## src/rtl/mtr_ctrl_pkg.sv

```systemverilog
// Shared types and speed limits for the motor ramp controller.
// Speeds are signed 11-bit, kept symmetric about zero.
package mtr_ctrl_pkg;

    typedef enum logic [1:0] {
        IDLE,
        RAMP,
        BRAKE
    } state_t;

    localparam logic signed [10:0] SPD_MAX = 11'sd1023;
    localparam logic signed [10:0] SPD_MIN = -11'sd1023;

    // Only -1024 actually needs clamping; it keeps the range symmetric.
    function automatic logic signed [10:0] sat_spd(input logic signed [10:0] v);
        if (v < SPD_MIN) begin
            return SPD_MIN;
        end else if (v > SPD_MAX) begin
            return SPD_MAX;
        end else begin
            return v;
        end
    endfunction

endpackage

```

## src/rtl/spd_slew.sv

```systemverilog
// One wheel's speed register.
// It moves toward its target by at most step_size whenever step_en is high.
module spd_slew (
    input  logic        clk,
    input  logic        rst,
    input  logic [10:0] tgt,
    input  logic        step_en,
    input  logic [10:0] step_size,
    output logic [10:0] cur,
    output logic [10:0] cur_nxt
);

    logic [11:0] diff;
    logic [11:0] mag;
    logic [10:0] stepped;

    // The difference is taken in 12 bits so that the full -2046..+2046 span is representable.
    always_comb begin
        diff    = {tgt[10], tgt} - {cur[10], cur};
        mag     = diff[11] ? (12'd0 - diff) : diff;
        stepped = diff[11] ? (cur - step_size) : (cur + step_size);
        cur_nxt = cur;
        if (step_en) begin
            if (mag <= {1'b0, step_size}) begin
                cur_nxt = tgt;
            end else begin
                cur_nxt = stepped;
            end
        end
    end

    always_ff @(posedge clk or posedge rst) begin
        if (rst) begin
            cur <= '0;
        end else begin
            cur <= cur_nxt;
        end
    end

endmodule

```

## src/rtl/mtr_ramp_ctrl.sv

```systemverilog
// Slew-rate controller for the left/right motor drive.
// It ramps both speeds toward the commanded targets, and estop brakes both speeds to zero.
module mtr_ramp_ctrl
    import mtr_ctrl_pkg::*;
#(
    parameter int RAMP_DIV   = 1024,
    parameter int STEP       = 8,
    parameter int BRAKE_STEP = 32
) (
    input  logic        clk,
    input  logic        rst,
    input  logic        cmd_vld,
    output logic        cmd_rdy,
    input  logic [10:0] lft_tgt,
    input  logic [10:0] rght_tgt,
    input  logic        estop,
    output logic [10:0] lft_speed,
    output logic [10:0] rght_speed,
    output logic        busy,
    output logic        ramp_done
);

    localparam int               CNT_W        = $clog2(RAMP_DIV);
    localparam logic [CNT_W-1:0] CNT_LAST     = CNT_W'(RAMP_DIV - 1);
    localparam logic [10:0]      STEP_W       = 11'(STEP);
    localparam logic [10:0]      BRAKE_STEP_W = 11'(BRAKE_STEP);

    state_t           state;
    logic [10:0]      lft_tgt_q;
    logic [10:0]      rght_tgt_q;
    logic [10:0]      lft_nxt;
    logic [10:0]      rght_nxt;
    logic [10:0]      step_size;
    logic [CNT_W-1:0] tick_cnt;
    logic [CNT_W-1:0] tick_inc;
    logic             accept;
    logic             step_en;
    logic             at_tgt;
    logic             at_zero;

    assign cmd_rdy   = ~estop & (state != BRAKE);
    assign accept    = cmd_vld & cmd_rdy;
    assign busy      = (state != IDLE);
    assign step_en   = busy && (tick_cnt == CNT_LAST);
    assign step_size = (state == BRAKE) ? BRAKE_STEP_W : STEP_W;
    assign tick_inc  = (tick_cnt == CNT_LAST) ? '0 : tick_cnt + 1'b1;

    // Completion looks at post-step speeds, so IDLE follows the final step edge directly.
    assign at_tgt  = (lft_nxt == lft_tgt_q) && (rght_nxt == rght_tgt_q);
    assign at_zero = (lft_nxt == '0) && (rght_nxt == '0);

    always_ff @(posedge clk or posedge rst) begin
        if (rst) begin
            state      <= IDLE;
            lft_tgt_q  <= '0;
            rght_tgt_q <= '0;
            tick_cnt   <= '0;
            ramp_done  <= 1'b0;
        end else begin
            ramp_done <= 1'b0;
            if (estop) begin
                if (state != BRAKE) begin
                    state      <= BRAKE;
                    lft_tgt_q  <= '0;
                    rght_tgt_q <= '0;
                    tick_cnt   <= '0;
                end else begin
                    tick_cnt <= tick_inc;
                end
            end else begin
                case (state)
                    IDLE: begin
                        tick_cnt <= '0;
                        if (accept) begin
                            lft_tgt_q  <= sat_spd($signed(lft_tgt));
                            rght_tgt_q <= sat_spd($signed(rght_tgt));
                            state      <= RAMP;
                        end
                    end
                    RAMP: begin
                        if (accept) begin
                            lft_tgt_q  <= sat_spd($signed(lft_tgt));
                            rght_tgt_q <= sat_spd($signed(rght_tgt));
                            tick_cnt   <= '0;
                        end else if (at_tgt) begin
                            state     <= IDLE;
                            ramp_done <= 1'b1;
                            tick_cnt  <= '0;
                        end else begin
                            tick_cnt <= tick_inc;
                        end
                    end
                    BRAKE: begin
                        if (at_zero) begin
                            state    <= IDLE;
                            tick_cnt <= '0;
                        end else begin
                            tick_cnt <= tick_inc;
                        end
                    end
                    default: begin
                        state    <= IDLE;
                        tick_cnt <= '0;
                    end
                endcase
            end
        end
    end

    spd_slew u_lft (
        .clk       (clk),
        .rst       (rst),
        .tgt       (lft_tgt_q),
        .step_en   (step_en),
        .step_size (step_size),
        .cur       (lft_speed),
        .cur_nxt   (lft_nxt)
    );

    spd_slew u_rght (
        .clk       (clk),
        .rst       (rst),
        .tgt       (rght_tgt_q),
        .step_en   (step_en),
        .step_size (step_size),
        .cur       (rght_speed),
        .cur_nxt   (rght_nxt)
    );

endmodule
```

## config.mk

```make
export PLATFORM = sky130hd
export DESIGN_NAME = mtr_ramp_ctrl
export DESIGN_NICKNAME = d
export VERILOG_FILES = /design/src/rtl/mtr_ctrl_pkg.sv /design/src/rtl/spd_slew.sv /design/src/rtl/mtr_ramp_ctrl.sv
export SDC_FILE = /design/constraint.sdc
export NUM_CORES = 1
export LEC_CHECK = 0
export ABC_AREA = 1
export CORE_ASPECT_RATIO = 0.5
export CORE_MARGIN = 2
export CORE_UTILIZATION = 33
export CTS_CLUSTER_SIZE = 10
export DETAILED_ROUTE_END_ITERATION = 10
export PLACE_DENSITY = 0.47
export SLEW_MARGIN = 20
export SYNTH_ARGS = -nofsm -noshare
export SYNTH_HDL_FRONTEND = slang
export SYNTH_HIERARCHICAL = 1
export SYNTH_SLANG_ARGS = --single-unit
```

## constraint.sdc

```tcl
create_clock -name clk -period 4.8 [get_ports clk]
set_input_delay 1.2 -clock clk [delete_from_list [all_inputs] [get_ports clk]]
set_output_delay 1.2 -clock clk [all_outputs]
set_load 0.01 [all_outputs]
```

### Word level (Yosys, flattened, before mapping)

Index checks and enable logic that the tools add are counted.
W data, S select, Z words.

* bits in registers: 57
* bits in latches: 0
* RAM bits: 0
* memories: 0
* output and inout port bits: 25
* logic and storage cells: 86
* input port bits: 26
* bits in read-only memories: 0

* multiplexer cells: 38
* reduce and logical (&&, ||, !) cells: 12
* add/subtract/negate cells: 9
* $mul: 0
* divide/modulo/power cells: 0
* shift operators: 0
* eq/ne operators: 11
* magnitude comparators: 6
* bitwise logic cells: 3

Operators with widths (count)
* $mux W11: 17
* $mux W10: 6
* $le A12 B6 Y1: 2
* $mux W12: 2
* $sub A1 B12 Y12 const A: 2
* $sub A11 B11 Y12: 2
* $add A11 B6 Y11: 2
* $eq A11 B11 Y1: 2
* $gt A11 B11 Y1 const B: 2
* $logic_not A11 Y1: 2
* $lt A11 B11 Y1 const B: 2
* $sub A11 B6 Y11: 2
* $pmux W10 S2: 1
* $mux W2: 6
* $ne A3 B3 Y1 const B: 4
* $add A10 B1 Y10 const B: 1
* $eq A10 B10 Y1 const B: 1
* $mux W6: 1
* $pmux W2 S3: 1
* $reduce_bool A2 Y1: 3
* $reduce_and A5 Y1: 1
* $mux W1: 4
* $logic_and A1 B1 Y1: 3
* $reduce_and A3 Y1: 1
* 8 further kinds: 9

### Longest topological paths before layout

Gate-level depths: netlist of run 1.

* depth in word-level cells: 12
* gate-level depth with buffers: 42
* mapped depth without buffers: 40

### By module

The synthesis of run 1 kept the hierarchy.

By module, submodules not included
* spd_slew: sequential area each 275.3 sq um, area each 2810.2 sq um, times used 2, cells an instance 432
* mtr_ramp_ctrl: sequential area each 875.8 sq um, area each 2133.3 sq um, times used 1, cells an instance 291

### Least setup slack after synthesis of run 1

Ideal clock, no wire load.

* path type: flip-flop to flip-flop
* start point: reg u_lft.cur[0]
* end point: reg tick_cnt[9]
* arrival: 4.057 ns
* buffers on the path: 1
* clock period less this slack: 4.175 ns
* slack: 0.625 ns
* setup time: 0.119 ns
* data required time: 4.681 ns
* cell stages (with the launch flop): 28
* path through: dfrtp_1 > ha_1 > fa_1 > nand2_1 > nor2_2 > nand3_2 > nor2_4 > nand3_4 > o21ai_0 > xor2_1 > ha_1 > nand2_1 > nor4_1 > nand4_1 > nand2_1 > buf_2 > nand3_2 > nand3_2 > nand2_2 > xor2_1 > nor2_1 > nand2_1 > nor2_1 > nand3_1 > nand2_1 > nand2_1 > nand2_8 > nor2_2

* word-level cells in the longest chain between the ends: 12
* elaborated cells between the ends (all ways): 18
* those cells by class: 4 x add/sub; 1 x order compare; 1 x eq/ne; 9 x mux; 3 x reduce/logical

RTL lines
* start, declared: line spd_slew.sv:9 `output logic [10:0] cur,`
* start signal, assigned: line spd_slew.sv:36 `cur <= cur_nxt;`
* $sub A11 B11 Y12: line spd_slew.sv:19 `diff = {tgt[10], tgt} - {cur[10], cur};`
* $sub A1 B12 Y12: line spd_slew.sv:20 `mag = diff[11] ? (12'd0 - diff) : diff;`
* $mux W12: line spd_slew.sv:20
* $le A12 B6 Y1: line spd_slew.sv:24 `if (mag <= {1'b0, step_size}) begin`
* $mux W11 (*): line spd_slew.sv:24
* $mux W11 (*): line spd_slew.sv:23 `if (step_en) begin`
* net lft_nxt[2]: line mtr_ramp_ctrl.sv:31 `logic [10:0] lft_nxt;`
* $eq A11 B11 Y1: line mtr_ramp_ctrl.sv:49 `assign at_tgt = (lft_nxt == lft_tgt_q) && (rght_nxt == rght_tgt_q);`
* $logic_and A1 B1 Y1: line mtr_ramp_ctrl.sv:49
* $mux W10: line mtr_ramp_ctrl.sv:85 `end else if (at_tgt) begin`
* $mux W10: line mtr_ramp_ctrl.sv:81 `if (accept) begin`
* $pmux W10 S2 (*): line mtr_ramp_ctrl.sv:71 `case (state)`
* $mux W10 (*): line mtr_ramp_ctrl.sv:61 `if (estop) begin`
* end signal, assigned: line mtr_ramp_ctrl.sv:68 `tick_cnt <= tick_inc;`
* end signal, assigned: line mtr_ramp_ctrl.sv:90 `tick_cnt <= tick_inc;`
* end signal, assigned: line mtr_ramp_ctrl.sv:98 `tick_cnt <= tick_inc;`
* end, declared: line mtr_ramp_ctrl.sv:34 `logic [CNT_W-1:0] tick_cnt;`

The timed path passes the listed nets; every way through them passes the cells marked *.
A chain may end at the register's enable or synchronous reset.

### Final worst setup path of run 1

* start point: reg lft_tgt_q[0]
* end point: reg tick_cnt[9]

* word-level cells in the longest chain between the ends: 12
* elaborated cells between the ends (all ways): 16
* those cells by class: 2 x add/sub; 1 x order compare; 1 x eq/ne; 9 x mux; 3 x reduce/logical

RTL lines
* start, declared: line mtr_ramp_ctrl.sv:29 `logic [10:0] lft_tgt_q;`
* start signal, assigned: line mtr_ramp_ctrl.sv:75 `lft_tgt_q <= sat_spd($signed(lft_tgt));`
* start signal, assigned: line mtr_ramp_ctrl.sv:82 `lft_tgt_q <= sat_spd($signed(lft_tgt));`
* $sub A11 B11 Y12 (*): line spd_slew.sv:19
* $sub A1 B12 Y12: line spd_slew.sv:20
* $mux W12: line spd_slew.sv:20
* $le A12 B6 Y1: line spd_slew.sv:24
* $mux W11 (*): line spd_slew.sv:24
* $mux W11 (*): line spd_slew.sv:23
* net lft_nxt[3]: line mtr_ramp_ctrl.sv:31
* $eq A11 B11 Y1: line mtr_ramp_ctrl.sv:49
* $logic_and A1 B1 Y1: line mtr_ramp_ctrl.sv:49
* $mux W10: line mtr_ramp_ctrl.sv:85
* $mux W10: line mtr_ramp_ctrl.sv:81
* $pmux W10 S2 (*): line mtr_ramp_ctrl.sv:71
* $mux W10 (*): line mtr_ramp_ctrl.sv:61

Marks and branches as above.

==> results of run 1 <==
==> metrics by stage <==
| step | TNS, ns | hold WS, ns | cells | util [%] |
|---|---|---|---|---|
| after floorplan | 0 | 0.4339 | 1194 | - |
| after global placement | -0.6531 | 0.4503 | 1576 | 39.00 |
| after detailed placement | -1.172 | 0.4674 | 1576 | 39.00 |
| after CTS | 0 | 0.4757 | 1590 | 40.23 |
| after global routing | -0.3789 | 0.4935 | 1595 | 41.43 |
| final | 0 | 0.4796 | 1595 | 41.43 |
==> flip-flops by register name, summed over array words and instances, names as in the netlist <==
| signal | count |
|---|---|
| rght_tgt_q | 11 |
| lft_tgt_q | 11 |
| u_lft/cur | 11 |
| tick_cnt | 10 |
| state | 2 |
| ramp_done | 1 |
| u_rght/cur | 11 |
==> synthesized netlist by cell type, drive strengths merged (16+ instances only) <==
master	count	area share, %
nand2	363	20
inv	252	12
nand3	104	11
nor2	83	5.1
ha	72	12
dfrtp	57	18
xor2	43	4.9
a21oi	39	2.9
nand4	26	2.3
o22ai	20	1.6
o21ai	16	1.0
xnor2	16	1.8
==> final cells by class <==
cell class,instances,share of cell area [%]
timing repair buffer,98,9.415
inverter,252,10.06
sequential,57,15.04
multi-input combinational,867,58.66
clock buffer,14,2.779
tap,307,4.043
==> worst max-delay path, delay by kind of cell, from the launching register on <==
family | cells | cell delay, ns
xor gates and xnor gates | 2 | 0.27
adders and majority gates | 3 | 1.02
buffers and inverters | 3 | 0.35
DFF | 1 | 0.39
and+or+nand+nor | 21 | 2.33
==> kinds of logic after synthesis <==
group / share of synthesized area [%]
simple gates: 40.86
fa+ha+maj: 12.65
compound gates: 7.052
flops: 18.40
buf+inv: 14.33
xor+xnor: 6.664
other cells: 0.04836
==> routing by layer <==
layer  global-route usage (%)  up-vias  wire length (um)
met4                    5.467        0               388
met1                    24.14     3265             10600
li1                         -     3822                 -
met3                    1.382       24               315
met5                        0        -                 0
met2                    31.10       64             10380
==> worst max path at each step <==
| stage | startpoint | end | slack [ns] |
|---|---|---|---|
| floorplan | u_lft/cur[0]$_DFF_PP0_ | tick_cnt[9]$_DFF_PP0_ | 0.62 |
| global placement | lft_tgt_q[2]$_DFFE_PP0P_ | tick_cnt[9]$_DFF_PP0_ | -0.07 |
| detailed placement | lft_tgt_q[0]$_DFFE_PP0P_ | tick_cnt[9]$_DFF_PP0_ | -0.12 |
| CTS | lft_tgt_q[0]$_DFFE_PP0P_ | tick_cnt[9]$_DFF_PP0_ | 0.004 |
| global route | lft_tgt_q[10]$_DFFE_PP0P_ | tick_cnt[3]$_DFF_PP0_ | -0.05 |
| finish | lft_tgt_q[0]$_DFFE_PP0P_ | tick_cnt[9]$_DFF_PP0_ | 0.31 |
==> power breakdown <==
| part | switching, W | total, W | leakage (nW) | internal [W] |
|---|---|---|---|---|
| clock network | 0.000211 | 0.000583 | 0.129 | 0.000371 |
| logic | 0.00176 | 0.00291 | 4.28 | 0.00115 |
| registers | 0.0000968 | 0.000649 | 0.668 | 0.000552 |
==> repair_timing <==
item                       4_1_cts  5_1_grt
buffers inserted                 0        4
gates cloned                     0        1
setup endpoints to repair       13       13
pin swaps                        0       16
hold endpoints to repair         0        0
resized for setup                5       61
==> results by group, run 1 <==
Timing
  – Max Slew Vio Count: 0
  – Clock skew: 0.006121 ns
  – Worst Tran Pin Value: 0.7684 ns
  – Max frequency: around 220 MHz
  – Min cycle time layout: 4.489 ns
  – Final hold vios: 0
  – Setup violators final: 0
  – Fin crit share: roughly 94%
  – Relative slew margins: between 40 and 50%
  – Setup ws final: roughly 0.31 ns

Drt
  – Via count: roughly 7,200
  – Routed len/inst: 13.59 um
  – DRT Pass-1 Iters: 5
  – Via density: approximately 4.5
  – Antenna-violating nets left: 0
  – Final WL: roughly 22 mm
  – DRC viols: 0
  – 1st-iter DRT viols: 382

Outcome
  – Status: finished, final reports clean

Layout
  – Final design instance area without fill: ~9500 um2
  – Reg area: roughly 1400 um2
  – Commonest non-fill, non-tap cell in the layout: nand2_1
  – Multi-input gate area: ~5600 um2
  – Antenna diodes: 0
  – Most frequent cells in the layout: nand2_1, inv_1, nand2_2, ha_1, dfrtp_1
  – Final net count: around 1,400
  – Filler cells: between 2,000 and 2,500
  – Area Growth Syn to Fin: 22.54%
  – Share of layout cells above drive strength 1: a little over a fifth

Clock tree
  – Root Driver: clkbuf_16
  – CTS buffer count: 9
  – CTS tree: built
  – CTS sink count: 57
  – Htree depth: 3
  – Clock Latency Late Sink: about 0.33 ns
  – Max clock buf depth: 2
  – Clock-pin slew of the registers on the worst-case setup and hold paths: 0.05 ns
  – CTS Hold Bufs: 0

Logic synthesis
  – Yosys cell types: 44
  – Mean Syn Cell Area: approximately 6.7 um2
  – Synthesis warning total: 6
  – EDFF count, synth: 0
  – Synth Flop Type: dfrtp_1
  – Asr flop ratio synth: between 90% and 100%
  – Cell count after synthesis: 1,155
  – Post-Syn Area: approximately 7800 um2
  – Post-synthesis register bit count: 57
  – Post-synthesis sequential area ratio: 18.40%

Critical path
  – Arr. time, crit path: approximately 4.7 ns
  – CP dominant cell by count: nand2_1
  – Critical path class: reg2reg
  – CP max-delay cell: fa_2
  – Crit-path max FO: 8
  – Reg2Reg Setup Slack: a little over 0.3 ns
  – WP data required: ~5 ns
  – RR Endpoint: tick_cnt[9]$_DFF_PP0_
  – RR Startpoint: lft_tgt_q[0]$_DFFE_PP0P_
  – Cells on worst reg2reg path: 29
  – Max incr delay on CP: 0.57 ns
  – Startpoint types: flop
  – Crit path capture type: flop

Pwr
  – Power per cell area: around 440 nW/um2
  – Total Power: ~0.0041 W
  – LEAKAGE: approximately 5.1 nW
  – Worst VDD drop: ~0.00020 V

Floorplanning
  – Starting density of the core: about a third
  – Cell row count: 39
  – Area of the die: 24,810 um2
  – Height of the die: about 110 um
  – Core Area: around 23,000 um2
  – Die Span X: between 200 and 250 um
  – Io pins: 51

Global routing
  – Initial antenna violation count: 0
  – First-pass GRT wire length: between 30 and 40 mm
  – Largest net degree at the start of global routing: 23
  – Number of global-route vias before repair: ~7,100
  – Tot GR Track Use: 18.06%
  – Grt ovf: 0

Worst hold path
  – Hold Path Cell Cnt: 1
  – HP Class: reg2reg
  – Hold EP: tick_cnt[0]$_DFF_PP0_
  – Hold_sp: tick_cnt[0]$_DFF_PP0_

Placement
  – DP Area: between 8000 and 9000 um2
  – Buffers on Ports: 50
  – Hpwl dp: between 15 and 20 mm
  – Pre-CTS setup slack: -0.1178 ns
  – Final GP Congestion: ~0.84

Flow run
  – Max-cap viol count: 0
(Power assumes the default switching activity.)
==> inputs of run 2 (changes only) <==
CORE_UTILIZATION = 55   (was 33)
PLACE_DENSITY = 0.73   (was 0.47)
SYNTH_HIERARCHICAL = default   (was 1)
==> results by group, run 2 <==
Pwr
  – Total Power: 0.005906 W
  – LEAKAGE: ~4.1 nW
  – Comb power frac: about 78%
  – Internal Dissipation: 0.002638 W
  – Reg power frac: 11.2%
  – Clock network power share: 10.9%
  – Power per cell area: 811.0 nW/um2
  – Worst VDD drop: between 0.0005 and 0.0006 V
  – P_sw: 0.003268 W
  – Switching share of power: a little under three fifths

Logic synthesis
  – Post-synthesis sequential area ratio: between 20 and 25%
  – Post-Syn Area: a little over 6000 um2
  – Cell taking the most area after synthesis: dfrtp_1
  – Synth Area in Simple Gates: 46.11%
  – Largest family of logic cells by synthesized area: simple AND/OR/NAND/NOR gates
  – Post-synthesis register bit count: 57
  – Synth Area in Compound Gates: roughly 5.9%
  – Mux cell area share after synthesis: 0%
  – Area share of the largest cell type after synthesis: around 23%
  – Yosys cell types: 35
  – EDFF count, synth: 0
  – Mean Syn Cell Area: 6.072 um2
  – Most common cell in the netlist: nand2_1
  – Synth top cells by count: nand2_1, inv_1, nand3_1
  – Cell count after synthesis: 1,014
  – Synth area leaders: dfrtp_1, nand2_1, nand3_1, inv_1, ha_1
  – Synth Net Count: ~1,100
  – Xor-xnor portion of the synthesized cell area: about 2.8%
  – Asr flop ratio synth: 100.0%
  – Post-synthesis adder-cell area fraction: 9.998%
  – Synth Flop Type: dfrtp_1
  – Synthesis warning total: 0

Critical path
  – Max incr delay on CP: 0.42 ns
  – Arr. time, crit path: roughly 4.7 ns
  – Crit-path max FO: 7
  – Critical path class: reg2reg
  – WP data required: between 5 and 6 ns
  – CP max-delay cell: dfrtp_1
  – Crit path capture type: flop
  – Startpoint types: flop
  – CP dominant cell by count: nand2_1

Floorplanning
  – Height of the die: 78.82 um
  – Cell row count: 27
  – Area of the die: between 10,000 and 15,000 um2
  – Starting density of the core: about 56%
  – Io pins: 51
  – Die Span X: ~150 um
  – Core Area: 10,950 um2

Timing
  – Min cycle time layout: roughly 4.5 ns
  – Relative slew margins: about two fifths
  – Clock skew: between 0.007 and 0.008 ns
  – Max frequency: roughly 220 MHz
  – Setup violators final: 0
  – Final hold vios: 0
  – Setup ws final: between 0.3 and 0.4 ns
  – Fin crit share: 92.71%
  – Worst Tran Pin Value: approximately 0.88 ns
  – Max Slew Vio Count: 0
  – Setup TNS Final: 0 ns

Global routing
  – Largest net degree at the start of global routing: a little over 40
  – Met3 Track Usage GR: 5.131%
  – First-pass GRT wire length: 29.28 mm
  – Initial antenna violation count: 0
  – Number of global-route vias before repair: 6,287
  – GR peak layer: met2
  – Tot GR Track Use: 30.00%
  – Grt ovf: 0
  – GRT met1 Usage: 37.74%
  – Met2 Use GR: 53.96%

Clock tree
  – CTS buffer count: 9
  – CTS Hold Bufs: 0
  – Clock Latency Late Sink: ~0.33 ns
  – Root Driver: clkbuf_16
  – CTS sink count: 57
  – Clock-pin slew of the registers on the worst-case setup and hold paths: roughly 0.050 ns
  – Htree depth: 3
  – CTS tree: built
  – Max clock buf depth: 2

Drt
  – Via count: approximately 6,700
  – DRT Pass-1 Iters: 7
  – Via density: between 5 and 6
  – DRC viols: 0
  – Routed len/inst: approximately 15 um
  – Final WL: approximately 18 mm
  – 1st-iter DRT viols: around 420
  – Antenna-violating nets left: 0

Layout
  – Final net count: 1,157
  – Commonest non-fill, non-tap cell in the layout: nand2_1
  – Area Growth Syn to Fin: 18.27%
  – Post-layout util: 66.53%
  – Share of layout cells above drive strength 1: 9.292%
  – Filler cells: roughly 1,000
  – Most frequent cells in the layout: nand2_1, inv_1, nand3_1, nor2_1, dfrtp_1
  – Final design instance area without fill: roughly 7300 um2
  – Antenna diodes: 0

Placement
  – Final GP Congestion: 0.9055
  – Hpwl dp: between 10 and 15 mm
  – DP Area: around 7000 um2
  – Pre-CTS setup slack: 0.01433 ns
  – Buffers on Ports: 50

Outcome
  – Status: finished, final reports clean

Worst hold path
  – HP Class: reg2reg

Flow run
  – Max-cap viol count: 0
-- run 2: cell count changes after synthesis, moves of 13 or more --
cell	previous run	this run
nand3_1	47	138
inv_1	240	161
nand2_1	294	349
nand2_2	60	11
nand3_2	52	9
xor2_1	43	13
ha_1	72	46
a21oi_1	36	14
nor2_1	61	81
nor2_2	16	3
-- run 2: metal layers --
metal / up-vias / routed length (um) / share of wire (%)
met5: - / 0 / 0
met4: 0 / 346 / 1.9
met3: 37 / 954 / 5.3
met2: 207 / 8536 / 48
met1: 3077 / 8090 / 45
li1: 3361 / - / -
-- run 2: kinds of logic (layout without fill, tap and decap cells) --
kind of cell	after synthesis	in the layout
AOI/OAI and AO/OA	62	62
xor gates and xnor gates	20	20
adders and majority gates	48	48
buffers and inverters	186	259
DFF	57	57
and+or+nand+nor	641	641
-- run 2: final timing paths --
path                                   startpoint                  endpoint  slack [ns]  cells past startpoint
max                        u_lft.cur[0]$_DFF_PP0_     tick_cnt[5]$_DFF_PP0_        0.35                     32
max reg2reg                u_lft.cur[0]$_DFF_PP0_     tick_cnt[5]$_DFF_PP0_        0.35                     32
min in group asynchronous                     rst  lft_tgt_q[6]$_DFFE_PP0P_        1.38                      2
min                          state[0]$_DFFE_PP0P_      state[0]$_DFFE_PP0P_        0.57                      2
min reg2reg                  state[0]$_DFFE_PP0P_      state[0]$_DFFE_PP0P_        0.57                      2
max in group asynchronous                     rst    u_lft.cur[1]$_DFF_PP0_        2.63                      3
-- run 2: critical path: cells and delay by family, from the launching register on --
kind                     cells  cell delay [ns]
flip-flops                   1             0.42
buffers and inverters        5             0.64
adder cells (fa/ha/maj)      3             0.94
XOR/XNOR                     1             0.08
AND/OR/NAND/NOR             23             2.24
-- run 2: stage by stage --
step                      cells  hold WS, ns
final                      1232       0.5684
after global routing       1232       0.5741
after CTS                  1217       0.5442
after detailed placement   1202       0.5109
after global placement     1202       0.5034
after floorplan            1014       0.4675
-- run 2: area by class of cell --
| type | instances | area [um2] | area share [%] |
|---|---|---|---|
| clock inverters | 3 | 40.04 | 0.5498 |
| multi-input cells | 771 | 4058 | 55.72 |
| well taps | 145 | 181.4 | 2.491 |
| clock buffers | 12 | 256.5 | 3.522 |
| repair buffers | 74 | 680.7 | 9.347 |
| inverters | 170 | 638.1 | 8.763 |
| flip-flops and latches | 57 | 1428 | 19.60 |
-- run 2: repair_timing --
action                                  in CTS  in global routing
resized for setup                            0                 18
buffers inserted                             0                 15
pin swaps                                    1                  9
endpoints found under the setup margin       2                 13
-- run 2: power groups by stage --
| stage | registers [W] | logic [W] | clock network [W] |
|---|---|---|---|
| after global routing | 0.000667 | 0.00516 | 0.000666 |
| after detailed placement | 0.000658 | 0.00419 | 0 |
| final | 0.000659 | 0.00460 | 0.000644 |
| after global placement | 0.000655 | 0.00414 | 0 |
| after floorplan | 0.000623 | 0.00340 | 0 |
| after CTS | 0.000655 | 0.00422 | 0.000645 |
==> inputs of run 3 (changes only) <==
--- a/config.mk
+++ b/config.mk
@@ -8,3 +8,4 @@
 export ABC_AREA = 1
-export CORE_ASPECT_RATIO = 0.5
+export ABC_CLOCK_PERIOD_IN_PS = 4800
+export CORE_ASPECT_RATIO = 1.25
 export CORE_MARGIN = 2
==> constraint.sdc (replaced) <==
create_clock -name clk -period 4.8 [get_ports clk]
set_input_delay 0.72 -clock clk [delete_from_list [all_inputs] [get_ports clk]]
set_output_delay 0.72 -clock clk [all_outputs]
set_load 0.01 [all_outputs]
==> results by group, run 3 (synthesis results as in run 2) <==
Outcome
  – Status: finished, final reports clean

Layout
  – Commonest non-fill, non-tap cell in the layout: nand2_1
  – Most frequent cells in the layout: nand2_1, inv_1, nand3_1, nor2_1, dfrtp_1
  – Antenna diodes: 0
  – Final cell count without fillers: between 1,000 and 1,500
  – Reg area: 1428 um2
  – Multi-input gate area: 4044 um2
  – Final net count: around 1,200
  – Filler cells: approximately 1,100
  – Area Growth Syn to Fin: 18.11%
  – Share of layout cells above drive strength 1: under 10%

Critical path
  – Crit-path max FO: 7
  – Crit path capture type: flop
  – Cells on worst reg2reg path: 33
  – CP dominant cell by count: nand2_1
  – RR Endpoint: state[1]$_DFFE_PP0P_
  – Startpoint types: flop
  – CP delay by family, top: simple AND/OR/NAND/NOR gates
  – Crit. Startpoint: u_rght.cur[7]$_DFF_PP0_
  – Arr. time, crit path: 4.72 ns
  – Critical path class: reg2reg
  – Max incr delay on CP: 0.42 ns
  – Crit path to: state[1]$_DFFE_PP0P_
  – Stages on worst setup path: 33
  – Crit path buf inv count: 3
  – CP max-delay cell: dfrtp_1
  – Reg2Reg Setup Slack: 0.36 ns
  – WP data required: ~5 ns
  – RR Startpoint: u_rght.cur[7]$_DFF_PP0_

Global routing
  – First-pass GRT wire length: about 28 mm
  – Grt ovf: 0
  – Initial antenna violation count: 0
  – Number of global-route vias before repair: approximately 6,000
  – Tot GR Track Use: approximately 30%
  – Largest net degree at the start of global routing: 32

Drt
  – Antenna-violating nets left: 0
  – Via density: between 5 and 6
  – Final WL: approximately 18 mm
  – DRC viols: 0
  – DRT Pass-1 Iters: 6
  – 1st-iter DRT viols: approximately 320
  – Via count: 6,469
  – Routed len/inst: 14.60 um

Clock tree
  – CTS tree: built
  – Htree depth: 3
  – Root Driver: clkbuf_16
  – Max clock buf depth: 2
  – CTS sink count: 57
  – Clock Latency Late Sink: 0.34 ns
  – Clock-pin slew of the registers on the worst-case setup and hold paths: 0.06 ns
  – CTS Hold Bufs: 0
  – CTS buffer count: 9

Timing
  – Relative slew margins: about half
  – Setup violators final: 0
  – Clock skew: roughly 0.0078 ns
  – Max frequency: 225.3 MHz
  – Fin crit share: between 90% and 100%
  – Min cycle time layout: between 4 and 5 ns
  – Worst Tran Pin Value: around 0.73 ns
  – Final hold vios: 0
  – Max Slew Vio Count: 0

Floorplanning
  – Height of the die: between 100 and 150 um
  – Io pins: 51
  – Core Area: 11,030 um2
  – Starting density of the core: 55.83%
  – Area of the die: ~12,000 um2
  – Die Span X: about 99 um
  – Cell row count: 43

Worst hold path
  – HP Class: reg2reg

Pwr
  – Total Power: 0.005838 W
  – Switching share of power: between 50% and 60%
  – Power per cell area: roughly 800 nW/um2
  – Comb power frac: 76.3%
  – Reg power frac: 11.2%
  – Worst VDD drop: between 0.0006 and 0.0007 V
  – Internal Dissipation: around 0.0027 W
  – P_sw: between 0.003 and 0.004 W
  – Clock network power share: between 10% and 20%
  – LEAKAGE: 4.114 nW

Placement
  – Final GP Congestion: 0.9389
  – Hpwl dp: ~14 mm
  – Buffers on Ports: 50
  – DP Cell Count: ~1,200

Flow run
  – Max-cap viol count: 0
[run 3: metrics by stage]
step | setup slack [ns] | setup TNS (ns) | hold WS (ns) | area (um2) | util (%)
floorplan | 0.9420 | 0 | 0.4675 | 6157 | -
global placement | 0.2194 | 0 | 0.4951 | 6815 | 61.79
detailed placement | 0.1931 | 0 | 0.5039 | 6815 | 61.79
CTS | 0.1632 | 0 | 0.5195 | 7156 | 64.88
global route | -0.02788 | -0.04363 | 0.5369 | 7272 | 65.93
finish | 0.3606 | 0 | 0.5100 | 7272 | 65.93
[run 3: what timing repair did]
item	4_1_cts	5_1_grt
gates resized for setup	0	14
setup buffers	0	6
hold endpoints to repair	0	0
setup endpoints to repair	0	13
[run 3: how the worst min path moves through the flow]
stage	start	end	slack [ns]	cells after the start
floorplan	state[1]$_DFFE_PP0P_	state[1]$_DFFE_PP0P_	0.47	2
global placement	state[1]$_DFFE_PP0P_	state[1]$_DFFE_PP0P_	0.50	2
detailed placement	state[1]$_DFFE_PP0P_	state[1]$_DFFE_PP0P_	0.50	2
CTS	state[1]$_DFFE_PP0P_	state[1]$_DFFE_PP0P_	0.52	2
global route	state[1]$_DFFE_PP0P_	state[1]$_DFFE_PP0P_	0.54	2
finish	state[1]$_DFFE_PP0P_	state[1]$_DFFE_PP0P_	0.51	2
[run 3: per-layer routing]
layer | routed length, um | vias to the layer above | share of wire, % | track usage, %
met5 | 0 | - | 0 | 0
met4 | 854 | 0 | 4.8 | 17.12
met3 | 656 | 50 | 3.7 | 2.904
met2 | 9034 | 184 | 51 | 53.83
met1 | 7212 | 2885 | 41 | 34.11
li1 | - | 3350 | - | -
[run 3: power groups by stage]
stage / Combinational [W] / Clock [W] / Sequential [W]
after floorplan: 0.00340 / 0 / 0.000623
after global placement: 0.00418 / 0 / 0.000655
after detailed placement: 0.00421 / 0 / 0.000658
after CTS: 0.00424 / 0.000736 / 0.000651
after global routing: 0.00501 / 0.000753 / 0.000661
final: 0.00445 / 0.000731 / 0.000653
[run 3: worst register-to-register path: cells and delay by family, from the launching register on]
kind	cells	cell delay (ns)
compound gates	6	0.78
fa+ha+maj	2	0.73
buf+inv	3	0.26
flops	1	0.42
simple gates	22	2.21
[run 3: final cells by class]
cell class                      instances  share of cell area (%)
Clock buffer                           12                   3.665
Clock inverter                          4                   1.015
Inverter                              170                   8.775
Multi-Input combinational cell        771                   55.61
Sequential cell                        57                   19.63
Tap cell                              135                   2.323
Timing Repair Buffer                   67                   8.981
